`src/rtl/uart_pkt_pkg.sv`:
```
// rtl/uart_pkt_pkg.sv - shared framing definitions for the UART byte-packet link
package uart_pkt_pkg;

    localparam int         LEN_W        = 8;
    localparam logic [7:0] DEF_SOF_BYTE = 8'hAA;

    typedef enum logic [2:0] {
        S_IDLE,
        S_LEN,
        S_PAYLOAD,
        S_CHK,
        S_DRAIN
    } state_t;

endpackage

```
`src/rtl/uart_pkt_buf.sv`:
```
// rtl/uart_pkt_buf.sv - payload register file, one write port, one registered read port
module uart_pkt_buf #(
    parameter int DEPTH = 16,
    parameter int AW    = $clog2(DEPTH)
) (
    input  logic          clk,
    input  logic          reset,
    input  logic          i_we,
    input  logic [AW-1:0] i_waddr,
    input  logic [7:0]    i_wdata,
    input  logic [AW-1:0] i_raddr,
    output logic [7:0]    o_rdata
);

    logic [7:0] r_mem [DEPTH];

    always_ff @(posedge clk) begin
        if (i_we) begin
            r_mem[i_waddr] <= i_wdata;
        end
    end

    always_ff @(posedge clk or posedge reset) begin
        if (reset) begin
            o_rdata <= 8'h00;
        end else begin
            o_rdata <= r_mem[i_raddr];
        end
    end

endmodule

```
`src/rtl/uart_rx_packet_decoder.sv`:
```
// rtl/uart_rx_packet_decoder.sv - SOF/LEN/payload/CHK frame decoder with buffered drain
// Optional inter-byte timeout enabled by defining RX_TIMEOUT_EN.
module uart_rx_packet_decoder
    import uart_pkt_pkg::*;
#(
    parameter logic [7:0] SOF_BYTE       = DEF_SOF_BYTE,
    parameter int         MAX_LEN        = 16,
    parameter int         TIMEOUT_CYCLES = 50000
) (
    input  logic       clk,
    input  logic       reset,
    input  logic [7:0] rx_data,
    input  logic       rx_valid,
    input  logic       rx_ferror,
    input  logic       rx_perror,
    output logic [7:0] out_data,
    output logic       out_valid,
    input  logic       out_ready,
    output logic       out_last,
    output logic [7:0] pkt_len,
    output logic       busy,
    output logic       err_chk,
    output logic       err_len,
    output logic       err_line,
    output logic       overrun
);

    localparam int AW = $clog2(MAX_LEN);

    state_t           r_state, w_state_next;
    logic [LEN_W-1:0] r_len, r_chk, r_pkt_len;
    logic [AW-1:0]    r_idx, r_rd, w_rd_next;
    logic             w_line_err, w_in_frame, w_xfer, w_rd_last, w_idx_last, w_timeout;
    logic             w_we, w_err_chk, w_err_len, w_err_line, w_overrun;
    logic [7:0]       w_rdata;

    assign w_line_err = rx_valid & (rx_ferror | rx_perror);
    assign w_in_frame = (r_state == S_LEN) || (r_state == S_PAYLOAD) || (r_state == S_CHK);
    assign w_xfer     = (r_state == S_DRAIN) && out_ready;
    assign w_rd_last  = LEN_W'(r_rd) == (r_len - LEN_W'(1));
    assign w_idx_last = LEN_W'(r_idx) == (r_len - LEN_W'(1));

`ifdef RX_TIMEOUT_EN
    logic [31:0] r_tcnt;

    always_ff @(posedge clk or posedge reset) begin
        if (reset) begin
            r_tcnt <= 32'd0;
        end else if (rx_valid || !w_in_frame) begin
            r_tcnt <= 32'd0;
        end else begin
            r_tcnt <= r_tcnt + 32'd1;
        end
    end

    assign w_timeout = w_in_frame && !rx_valid && (r_tcnt == 32'(TIMEOUT_CYCLES - 1));
`else
    logic w_unused_timeout;
    assign w_unused_timeout = ^TIMEOUT_CYCLES;
    assign w_timeout        = 1'b0;
`endif

    always_comb begin
        w_state_next = r_state;
        w_we         = 1'b0;
        w_err_chk    = 1'b0;
        w_err_len    = 1'b0;
        w_err_line   = 1'b0;
        w_overrun    = 1'b0;
        // Read address stays at 0 outside a drain so entry presents buf[0] next cycle.
        w_rd_next    = '0;
        case (r_state)
            S_IDLE: begin
                if (rx_valid && !w_line_err && rx_data == SOF_BYTE) w_state_next = S_LEN;
            end
            S_LEN: begin
                if (w_line_err) begin
                    w_err_line   = 1'b1;
                    w_state_next = S_IDLE;
                end else if (rx_valid) begin
                    if (rx_data == 8'd0 || rx_data > LEN_W'(MAX_LEN)) begin
                        w_err_len    = 1'b1;
                        w_state_next = S_IDLE;
                    end else begin
                        w_state_next = S_PAYLOAD;
                    end
                end
            end
            S_PAYLOAD: begin
                if (w_line_err) begin
                    w_err_line   = 1'b1;
                    w_state_next = S_IDLE;
                end else if (rx_valid) begin
                    w_we = 1'b1;
                    if (w_idx_last) w_state_next = S_CHK;
                end
            end
            S_CHK: begin
                if (w_line_err) begin
                    w_err_line   = 1'b1;
                    w_state_next = S_IDLE;
                end else if (rx_valid) begin
                    if (rx_data == r_chk) begin
                        w_state_next = S_DRAIN;
                    end else begin
                        w_err_chk    = 1'b1;
                        w_state_next = S_IDLE;
                    end
                end
            end
            S_DRAIN: begin
                w_overrun = rx_valid;
                w_rd_next = r_rd;
                if (w_xfer) begin
                    if (w_rd_last) begin
                        w_state_next = S_IDLE;
                        w_rd_next    = '0;
                    end else begin
                        w_rd_next = r_rd + 1'b1;
                    end
                end
            end
            default: w_state_next = S_IDLE;
        endcase
        if (w_timeout) begin
            w_err_line   = 1'b1;
            w_state_next = S_IDLE;
        end
    end

    always_ff @(posedge clk or posedge reset) begin
        if (reset) begin
            r_state   <= S_IDLE;
            r_len     <= '0;
            r_chk     <= '0;
            r_pkt_len <= '0;
            r_idx     <= '0;
            r_rd      <= '0;
        end else begin
            r_state <= w_state_next;
            r_rd    <= w_rd_next;
            if (r_state == S_LEN && rx_valid && !w_line_err) begin
                r_len <= rx_data;
                r_chk <= rx_data;
                r_idx <= '0;
            end
            if (w_we) begin
                r_chk <= r_chk ^ rx_data;
                r_idx <= r_idx + 1'b1;
            end
            if (r_state == S_CHK && w_state_next == S_DRAIN) begin
                r_pkt_len <= r_len;
            end
        end
    end

    uart_pkt_buf #(
        .DEPTH (MAX_LEN)
    ) u_buf (
        .clk     (clk),
        .reset   (reset),
        .i_we    (w_we),
        .i_waddr (r_idx),
        .i_wdata (rx_data),
        .i_raddr (w_rd_next),
        .o_rdata (w_rdata)
    );

    assign out_data  = w_rdata;
    assign out_valid = (r_state == S_DRAIN);
    assign out_last  = out_valid & w_rd_last;
    assign pkt_len   = r_pkt_len;
    assign busy      = (r_state != S_IDLE);
    assign err_chk   = w_err_chk;
    assign err_len   = w_err_len;
    assign err_line  = w_err_line;
    assign overrun   = w_overrun;

endmodule
```
`config.mk`:
```
export PLATFORM = sky130hd
export DESIGN_NAME = uart_rx_packet_decoder
export DESIGN_NICKNAME = d
export VERILOG_FILES = /design/src/rtl/uart_pkt_pkg.sv /design/src/rtl/uart_pkt_buf.sv /design/src/rtl/uart_rx_packet_decoder.sv
export SDC_FILE = /design/constraint.sdc
export NUM_CORES = 1
export LEC_CHECK = 0
export BUFFER_PORTS_ARGS = -buffer_cell sky130_fd_sc_hd__clkbuf_2
export CAP_MARGIN = 10
export CORE_UTILIZATION = 25
export CTS_CLUSTER_DIAMETER = 80
export DETAILED_ROUTE_END_ITERATION = 12
export GPL_TIMING_DRIVEN = 0
export SETUP_SLACK_MARGIN = 0.2
export SYNTH_ARGS = -nofsm -noshare
export SYNTH_HDL_FRONTEND = slang
export SYNTH_SLANG_ARGS = --single-unit
export TNS_END_PERCENT = 1
```
`constraint.sdc`:
```
create_clock -name clk -period 3.9 [get_ports clk]
set_input_delay 0.195 -clock clk [delete_from_list [all_inputs] [get_ports clk]]
set_output_delay 0.195 -clock clk [all_outputs]
set_load 0.01 [all_outputs]
```
==> out/qor.yml, run 1 <==
fin_hold_ws_ps: 113
overflow: 0
required_ps: 4190
routed.top_layer: "met4"
ys.flop_type: "edfxtp_1"
setup_viol: 0
hold_viol_final: 0
dpl.hpwl_mm: 18.0
synth_enable_flop_cells: 128
vias: 6819
worst_setup_path_start_kind: "flop"
wirelength_mm: 26.1
power.density_nw_per_um2: 411
cp_max_fo: 10
viasPerCell: 5.26
tritoncts: "built"
fp.dieW_um: 189
clkTransAtPathRegs_ps: 70
portBuffers: 36
seq_area_frac_synth_pct: 56.2
dr.pass1.iters: 5
yosys_warnings: 0
h-tree-depth: 4
yosysUniqueCellTypes: 73
r2r_cells: 9
synth-seq-cells: 171
r2r_end: "u_buf.o_rdata[0]"
slew_violations: 0
antenna_found_initial: 1
numCtsBuffers: 17
drt_iter0_markers: 1033
dp_slack_ps: 334
met2_length_mm: 12.3
slew_headroom_pct: 29.1
holdCritPathClass: "input port to flop"
min_period_ps: 3640
cts_sinks: 171
synthTopCellsByArea: "edfxtp_1 44%, dfrtp_1 12%, mux2_2 3.3%"
synth_nets: 787
tightest_slew_ps: 1060
leakage_nw: 3.60
clk_latency_ps: 440
r2r-start: "r_len[0]"
timing.final.crit_share_pct: 93.3
fillers: 3506
met1Wirelength_mm: 10.9
min_path_cells: 4
yosysMostFrequentCell: "edfxtp_1"
syn_area_um2: 8750
tns_ps: 0
critPathKind: "flop to flop"
vdd_drop_max_uv: 315
cts-root-buf: "clkbuf_16"
synthCells: 767
clock.fmax_mhz: 275
drive_above_1_share_pct: 17.0
synth_commonest_cells: "128 x edfxtp_1, 65 x nand2_1, 64 x nor2_1"
worstHoldStart: "rx_valid"
yosysTopAreaCell: "edfxtp_1"
clock_skew_ps: 12.6
yosysTopAreaCellShare_pct: 43.9
finalNetCount: 848
cts_setup_buffers: 0
grt_max_degree: 28
cp_data_arrival_time_ps: 3930
outcome: "complete, no violations"
place.gp.congestion: 0.898
n_antenna_cell: 0
initial_core_util_pct: 25.4
avgRoutedWirePerCell_um: 20.1
min_delay_worst_endpoint: "r_state[1]"
area_growth_pct: 15.9
worst_slack_ps: 259
async_flop_share_pct: 25.1
die_height_um: 189
maxCapViolCount: 0
grt_usage_pct: 14.8
pin_count: 37
endpoint_kind: "flop"
grt_pass1_wl_mm: 39.8
drc: 0
ant_nets: 0
grt_pass1_vias: 6622
core_um2: 34500
wl_met3_mm: 1.85
row_count: 68
cts_buffer_depth: 2
die_area_um2: 35700
avgSynthCellArea_um2: 11.4
reg2reg_slack_ps: 260
rsz0062_at_grt: "yes"
[worst max-delay path by stage]
stage	start	endpoint	slack (ps)	cells after the start
detailed placement	r_len[0]	u_buf.o_rdata[0]	330	9
global placement	r_state[1]	u_buf.r_mem[0][0]	50	6
global route	r_len[0]	u_buf.o_rdata[0]	100	9
floorplan	r_state[1]	u_buf.r_mem[0][0]	1220	6
CTS	r_len[0]	u_buf.o_rdata[0]	330	9
finish	r_len[0]	u_buf.o_rdata[0]	260	9
[kinds of logic after synthesis]
group / synth area share, %
simple gates: 14.9
compound gates: 16.2
flops: 56.2
buf+inv: 3.49
mux: 5.46
xor+xnor: 2.77
fa+ha+maj: 0.858
[routing by layer]
layer	up-vias	GRT usage [%]
met5	-	0
met2	332	24.0
met1	3350	19.0
li1	3081	-
met3	56	2.34
met4	0	7.60
[placed cells by master, fill, tap and decap left out, types with 7 or more instances in the layout]
master,instances
nand2_1,65
clkbuf_16,17
o21ai_0,42
a31oi_1,9
a21oi_1,26
nor3_1,51
inv_1,8
o22a_1,11
a22o_1,14
xnor2_1,12
o22ai_1,27
clkbuf_1,33
mux2i_1,17
o221ai_1,13
buf_2,13
a22oi_1,11
edfxtp_1,128
dfrtp_1,43
nor4_1,11
mux2_2,26
o211ai_1,7
nor2_1,64
a211oi_1,7
nand3_1,22
clkbuf_2,36
[per-stage QoR]
step / utilization, % / area [µm²] / power [mW] / std cells
final: 29.4 / 10100 / 4.17 / 1296
after global routing: 29.4 / 10100 / 4.30 / 1296
after CTS: 29.4 / 10100 / 4.19 / 1295
after detailed placement: 27.7 / 9530 / 2.50 / 1262
after global placement: 27.6 / 9500 / 2.50 / 1258
after floorplan: - / 8750 / 2.31 / 767
[report_power, final]
part	total [mW]	leakage [nW]	internal, mW	switching, mW
combinational	0.481	1.59	0.157	0.323
clock	1.70	0.284	0.957	0.743
sequential	1.99	1.72	1.98	0.0120
total	4.17	3.60	3.09	1.08
[critical path: stages (launching register included)]
cell,delay (ps)
dfrtp_1,510
inv_1,110
ha_1,280
xnor3_1,330
and3_1,220
nand4_2,330
nor2_1,530
o21ai_1,290
nor4_1,780
nor4_2,120
[sequential cells by signal, indices dropped and copies added (netlist names)]
signal         cells
u_buf.r_mem      128
pkt_len            8
r_chk              8
r_len              8
u_buf.o_rdata      8
r_idx              4
r_rd               4
r_state            3
[layout make-up]
class / instances / area (µm²) / share of cell area (%)
clock inverter: 14 / 158 / 1.55
inverter: 13 / 48.8 / 0.481
multi-input combinational: 529 / 3530 / 34.8
clock buffer: 18 / 429 / 4.23
tap: 455 / 569 / 5.61
sequential: 171 / 4920 / 48.5
buffer: 54 / 256 / 2.53
timing repair buffer: 42 / 233 / 2.29
[what timing repair did]
item                                    4_1_cts  5_1_grt
endpoints found under the setup margin        0        9
hold endpoints to repair                     26        0
hold buffers                                  1        0
gates resized for setup                       0        1
No activity file was read; power rests on OpenSTA's default activity.
==> run 2: changes to the inputs <==
--- a/config.mk
+++ b/config.mk
@@ -10,7 +10,6 @@
 export CORE_UTILIZATION = 25
 export CTS_CLUSTER_DIAMETER = 80
 export DETAILED_ROUTE_END_ITERATION = 12
-export GPL_TIMING_DRIVEN = 0
 export SETUP_SLACK_MARGIN = 0.2
 export SYNTH_ARGS = -nofsm -noshare
 export SYNTH_HDL_FRONTEND = slang
==> out/qor.yml, run 2 (synthesized netlist as in run 1, its figures left out) <==
numCtsBuffers: 17  # unchanged
cts_buffer_depth: 2  # unchanged
grt_pass1_wl_mm: 37.3  # was 39.8 mm
endpoint_kind: "flop"  # unchanged
place.gp.congestion: 0.864  # was 0.898
antenna_found_initial: 0  # was 1
row_count: 68  # unchanged
layout.cells.most_common: "edfxtp_1"  # unchanged
maxCapViolCount: 0  # unchanged
drt_iter0_markers: 894  # was 1033
clkTransAtPathRegs_ps: 70  # about the same
min_period_ps: 3180  # was 3640 ps
cp_data_arrival_time_ps: 3470  # was 3930 ps
ant_nets: 0  # unchanged
n_antenna_cell: 0  # unchanged
initial_core_util_pct: 25.4  # unchanged
grt_max_degree: 50  # was 28
comb_power_share_pct: 10.7  # was 11.5%
cellInternalPower_mw: 3.13  # was 3.09 mW
cts_sinks: 171  # unchanged
die_height_um: 189  # unchanged
fp.dieW_um: 189  # unchanged
leakage_nw: 3.53  # was 3.60 nW
rsz0062_at_grt: "no"  # was yes
tns_ps: 0  # unchanged
overflow: 0  # unchanged
cts-root-buf: "clkbuf_16"  # unchanged
portBuffers: 36  # unchanged
drc: 0  # unchanged
h-tree-depth: 4  # unchanged
tritoncts: "built"  # unchanged
tightest_slew_ps: 1190  # was 1060 ps
crit_slowest_cell: "xnor2_2"  # was nor4_1
pwr-share-clk_pct: 41.0  # was 40.7%
clk_latency_ps: 430  # was 440 ps
fin_hold_ws_ps: 129  # was 113 ps
hold_viol_final: 0  # unchanged
slew_violations: 0  # unchanged
outcome: "complete, no violations"  # unchanged
critPathKind: "flop to flop"  # unchanged
largest_register_ffs: 128  # unchanged
slew_headroom_pct: 20.5  # was 29.1%
setup_viol: 0  # unchanged
avgRoutedWirePerCell_um: 19.4  # was 20.1 µm
holdCritPathClass: "input port to flop"  # unchanged
grt_pass1_vias: 6074  # was 6622
drive_above_1_share_pct: 17.5  # was 17.0%
power.density_nw_per_um2: 414  # was 411 nW/µm²
clock.fmax_mhz: 315  # was 275 MHz
pin_count: 37  # unchanged
cp_num_buf_inv: 0  # was 1
viasPerCell: 5.19  # was 5.26
slowest_delay_ps: 920  # was 780 ps
worst_setup_path_start_kind: "flop"  # unchanged
grt_usage_pct: 13.8  # was 14.8%
dpl.hpwl_mm: 16.2  # was 18.0 mm
p_sw_share_pct: 24.4  # was 25.8%
wirelength_mm: 24.5  # was 26.1 mm
die_area_um2: 35700  # unchanged
clock_skew_ps: 9.61  # was 12.6 ps
area_growth_pct: 14.5  # was 15.9%
core_um2: 34500  # unchanged
cp_cell_sequence: "and4bb_2 > xnor2_2 > mux2_2 > a211oi_1 > a211oi_1 > a311oi_1 > a211oi_2"  # was inv_1 > ha_1 > xnor3_1 > and3_1 > nand4_2 > nor2_1 > o21ai_1 > nor4_1 > nor4_2
vdd_drop_max_uv: 211  # was 315 µV
finalNetCount: 812  # was 848
largest-register: "u_buf.r_mem"  # unchanged
fin_cells: 1260  # was 1296
vias: 6545  # was 6819
dp_cells: 1227  # was 1262
seqPwrFrac_pct: 48.3  # was 47.7%
cpMostUsedCell: "a211oi_1"
timing.final.crit_share_pct: 81.5  # was 93.3%
final_cell_mix: "128 x edfxtp_1, 65 x nand2_1, 64 x nor2_1"  # unchanged
cp_top_family: "XOR/XNOR gates"  # was simple AND/OR/NAND/NOR gates
dr.pass1.iters: 5  # unchanged
p_switching_mw: 1.01  # was 1.08 mW
required_ps: 4190  # about the same
cp_max_fo: 13  # was 10
-- run 2: final timing paths --
check | from | depth (start not counted) | slack [ps] | to
max | r_state[0] | 7 | 720 | u_buf.o_rdata[7]
max in group asynchronous | reset | 4 | 2990 | r_rd[0]
max reg2reg | r_state[0] | 7 | 720 | u_buf.o_rdata[7]
min in group asynchronous | reset | 4 | 460 | pkt_len[6]
min | rx_valid | 4 | 130 | r_state[1]
min reg2reg | pkt_len[1] | 2 | 500 | pkt_len[1]
-- run 2: worst min-delay path: stages --
cell	delay, ps
clkbuf_2	110
o31ai_1	70
a21oi_1	70
nor2_1	80
-- run 2: layout make-up --
type,count,area [µm²]
clock buffers,21,440
clock inverters,11,145
fillers,3510,24400
inverters,13,48.8
multi-input cells,529,3530
flip-flops and latches,171,4920
well taps,455,569
repair buffers,60,363
-- run 2: stage by stage --
stage | power [mW] | setup slack, ps | cell area, µm² | utilization, %
finish | 4.14 | 721 | 10000 | 29.1
floorplan | 2.31 | 1220 | 8750 | -
global route | 4.27 | 563 | 10000 | 29.1
detailed placement | 2.48 | 796 | 9420 | 27.3
CTS | 4.16 | 787 | 10000 | 29.1
global placement | 2.48 | 789 | 9420 | 27.3
-- run 2: power groups by stage --
stage | logic [mW] | registers, mW | clock network [mW]
6_report | 0.442 | 2.00 | 1.70
5_1_grt | 0.477 | 2.00 | 1.79
4_1_cts | 0.440 | 2.00 | 1.72
3_5_place_dp | 0.438 | 2.04 | 0
3_3_place_gp | 0.435 | 2.04 | 0
2_1_floorplan | 0.277 | 2.04 | 0
-- run 2: routing by layer --
metal | vias up | share of wire [%] | track usage (%)
li1 | 3001 | - | -
met4 | 0 | 2.9 | 6.05
met2 | 298 | 46 | 21.6
met3 | 35 | 6.5 | 2.17
met1 | 3211 | 45 | 18.9
met5 | - | 0 | 0
-- run 2: repair_timing --
| item | 4_1_cts | 5_1_grt |
|---|---|---|
| hold buffers | 1 | 0 |
| setup buffers | 0 | 0 |
| endpoints found under the setup margin | 0 | 0 |
| resized for setup | 0 | 0 |
| endpoints found under the hold margin | 43 | 0 |
==> run 3: changes to the inputs <==
==> constraint.sdc (replaced) <==
create_clock -name clk -period 2.6 [get_ports clk]
set_input_delay 0.13 -clock clk [delete_from_list [all_inputs] [get_ports clk]]
set_output_delay 0.13 -clock clk [all_outputs]
set_load 0.01 [all_outputs]
==> out/qor.yml, run 3 (synthesized netlist as in run 1, its figures left out) <==
critPathKind: "flop to flop"  # unchanged
slew_violations: 0  # unchanged
clock.fmax_mhz: 360  # was 315 MHz
die_height_um: 189  # unchanged
clkTransAtPathRegs_ps: 70  # about the same
largest-register: "u_buf.r_mem"  # unchanged
drc: 0  # unchanged
grt_max_degree: 51  # was 50
setup_viol: 8  # was 0
fin_hold_ws_ps: 56.8  # was 129 ps
numCtsBuffers: 17  # unchanged
endpoint_kind: "flop"  # unchanged
rsz0062_at_grt: "yes"  # was no
slew_headroom_pct: 42.8  # was 20.5%
area_growth_pct: 25.6  # was 14.5%
drt_iter0_markers: 597  # was 894
ant_nets: 0  # unchanged
h-tree-depth: 4  # unchanged
row_count: 68  # unchanged
antenna_found_initial: 1  # was 0
seqPwrFrac_pct: 48.2  # was 48.3%
cellInternalPower_mw: 4.57  # was 3.13 mW
tritoncts: "built"  # unchanged
p_switching_mw: 1.65  # was 1.01 mW
pwr-share-clk_pct: 38.1  # was 41.0%
final_cell_mix: "128 x edfxtp_1, 98 x buf_4, 64 x nand2_1"  # was 128 x edfxtp_1, 65 x nand2_1, 64 x nor2_1
grt_usage_pct: 14.8  # was 13.8%
clock_skew_ps: 11.0  # was 9.61 ps
placed_area_um2: 10100  # was 9420 µm²
largest_register_ffs: 128  # unchanged
vias: 6834  # was 6545
timing.final.crit_share_pct: 107  # was 81.5%
worst_slack_ps: -179  # was 721 ps
endpoint: "u_buf.o_rdata[7]"  # unchanged
layout.cells.most_common: "edfxtp_1"  # unchanged
outcome: "finished, violations left"  # was complete, no violations
p_sw_share_pct: 26.6  # was 24.4%
total_power_mw: 6.22  # was 4.14 mW
tightest_slew_ps: 858  # was 1190 ps
overflow: 0  # unchanged
hold_viol_final: 0  # unchanged
r2r_cells: 11  # was 7
grt_pass1_wl_mm: 40.0  # was 37.3 mm
place.gp.congestion: 0.908  # was 0.864
viasPerCell: 5.07  # was 5.19
fillers: 3461  # was 3510
portBuffers: 36  # unchanged
finalNetCount: 901  # was 812
holdCritPathClass: "input port to flop"  # unchanged
comb_power_share_pct: 13.7  # was 10.7%
cp_max_fo: 7  # was 13
dr.pass1.iters: 5  # unchanged
worst_setup_path_start_kind: "flop"  # unchanged
r2r-start: "r_len[1]"  # was r_state[0]
cts_sinks: 171  # unchanged
cts-root-buf: "clkbuf_16"  # unchanged
clk_latency_ps: 440  # was 430 ps
grt_pass1_vias: 6714  # was 6074
dpl.hpwl_mm: 18.2  # was 16.2 mm
cts_buffer_depth: 2  # unchanged
power.density_nw_per_um2: 566  # was 414 nW/µm²
min_period_ps: 2780  # was 3180 ps
dp_slack_ps: -203  # was 796 ps
reg2reg_slack_ps: -180  # was 720 ps
core_um2: 34500  # unchanged
leakage_nw: 4.07  # was 3.53 nW
fp.dieW_um: 189  # unchanged
crit_start: "r_len[1]"  # was r_state[0]
vdd_drop_max_uv: 465  # was 211 µV
violations: "negative setup slack"
tns_ps: -1030  # was 0 ps
die_area_um2: 35700  # unchanged
worstHoldStart: "rx_valid"  # unchanged
cp_data_arrival_time_ps: 3090  # was 3470 ps
maxCapViolCount: 0  # unchanged
fin_area_um2: 11000  # was 10000 µm²
drive_above_1_share_pct: 30.2  # was 17.5%
pin_count: 37  # unchanged
r2r_end: "u_buf.o_rdata[7]"  # unchanged
required_ps: 2910  # was 4190 ps
wirelength_mm: 26.2  # was 24.5 mm
n_antenna_cell: 0  # unchanged
initial_core_util_pct: 25.4  # unchanged
avgRoutedWirePerCell_um: 19.4  # about the same
-- run 3: layout make-up --
type                       count  area (µm²)  share of cell area [%]
clock buffer                  19         433                    3.94
clock inverter                13         111                    1.01
inverter                      13        51.3                   0.467
multi-input combinational    529        3740                    34.1
sequential                   171        4920                    44.8
tap                          455         569                    5.18
timing repair buffer         149        1160                    10.5
-- run 3: metal layers --
metal	wire length [µm]	global-route usage (%)	vias up
li1	-	-	3197
met1	11300	19.0	3344
met2	12600	24.2	223
met3	1240	2.02	68
met4	1070	7.35	2
met5	8	0	-
-- run 3: worst min path at each step --
stage                                    to  cells after the start
after floorplan           u_buf.r_mem[0][0]                      0
after global placement           pkt_len[7]                      2
after detailed placement         pkt_len[7]                      2
after CTS                        r_state[1]                      4
after global routing             r_state[1]                      4
final                            r_state[1]                      4
-- run 3: stage by stage --
| step | utilization, % | instances |
|---|---|---|
| detailed placement | 29.4 | 1303 |
| global route | 31.9 | 1349 |
| CTS | 31.2 | 1336 |
| global placement | 29.4 | 1303 |
| floorplan | - | 767 |
| finish | 31.9 | 1349 |
-- run 3: repair_timing --
action                                  CTS  global route
endpoints found under the hold margin    32             0
resized for setup                        23            27
cloned                                    0             0
endpoints found under the setup margin    9            18
pin swaps                                 0            17
buffers inserted                          0            13
hold buffers                              1             0
-- run 3: power groups by stage --
stage	clock (mW)	sequential [mW]	combinational, mW
2_1_floorplan	0	3.05	0.422
3_3_place_gp	0	3.05	0.791
3_5_place_dp	0	3.05	0.796
4_1_cts	2.40	2.99	0.824
5_1_grt	2.50	3.00	0.913
6_report	2.37	3.00	0.852
-- run 3: critical path: stages, from the launching register on --
cell      delay (ps)
dfrtp_2          430
buf_4            140
nor3_4           130
xor3_2           500
buf_4            170
nor4_4           220
a21o_1           300
buf_4            160
nand3_1           60
a311oi_1         330
buf_4            170
a211oi_2          40
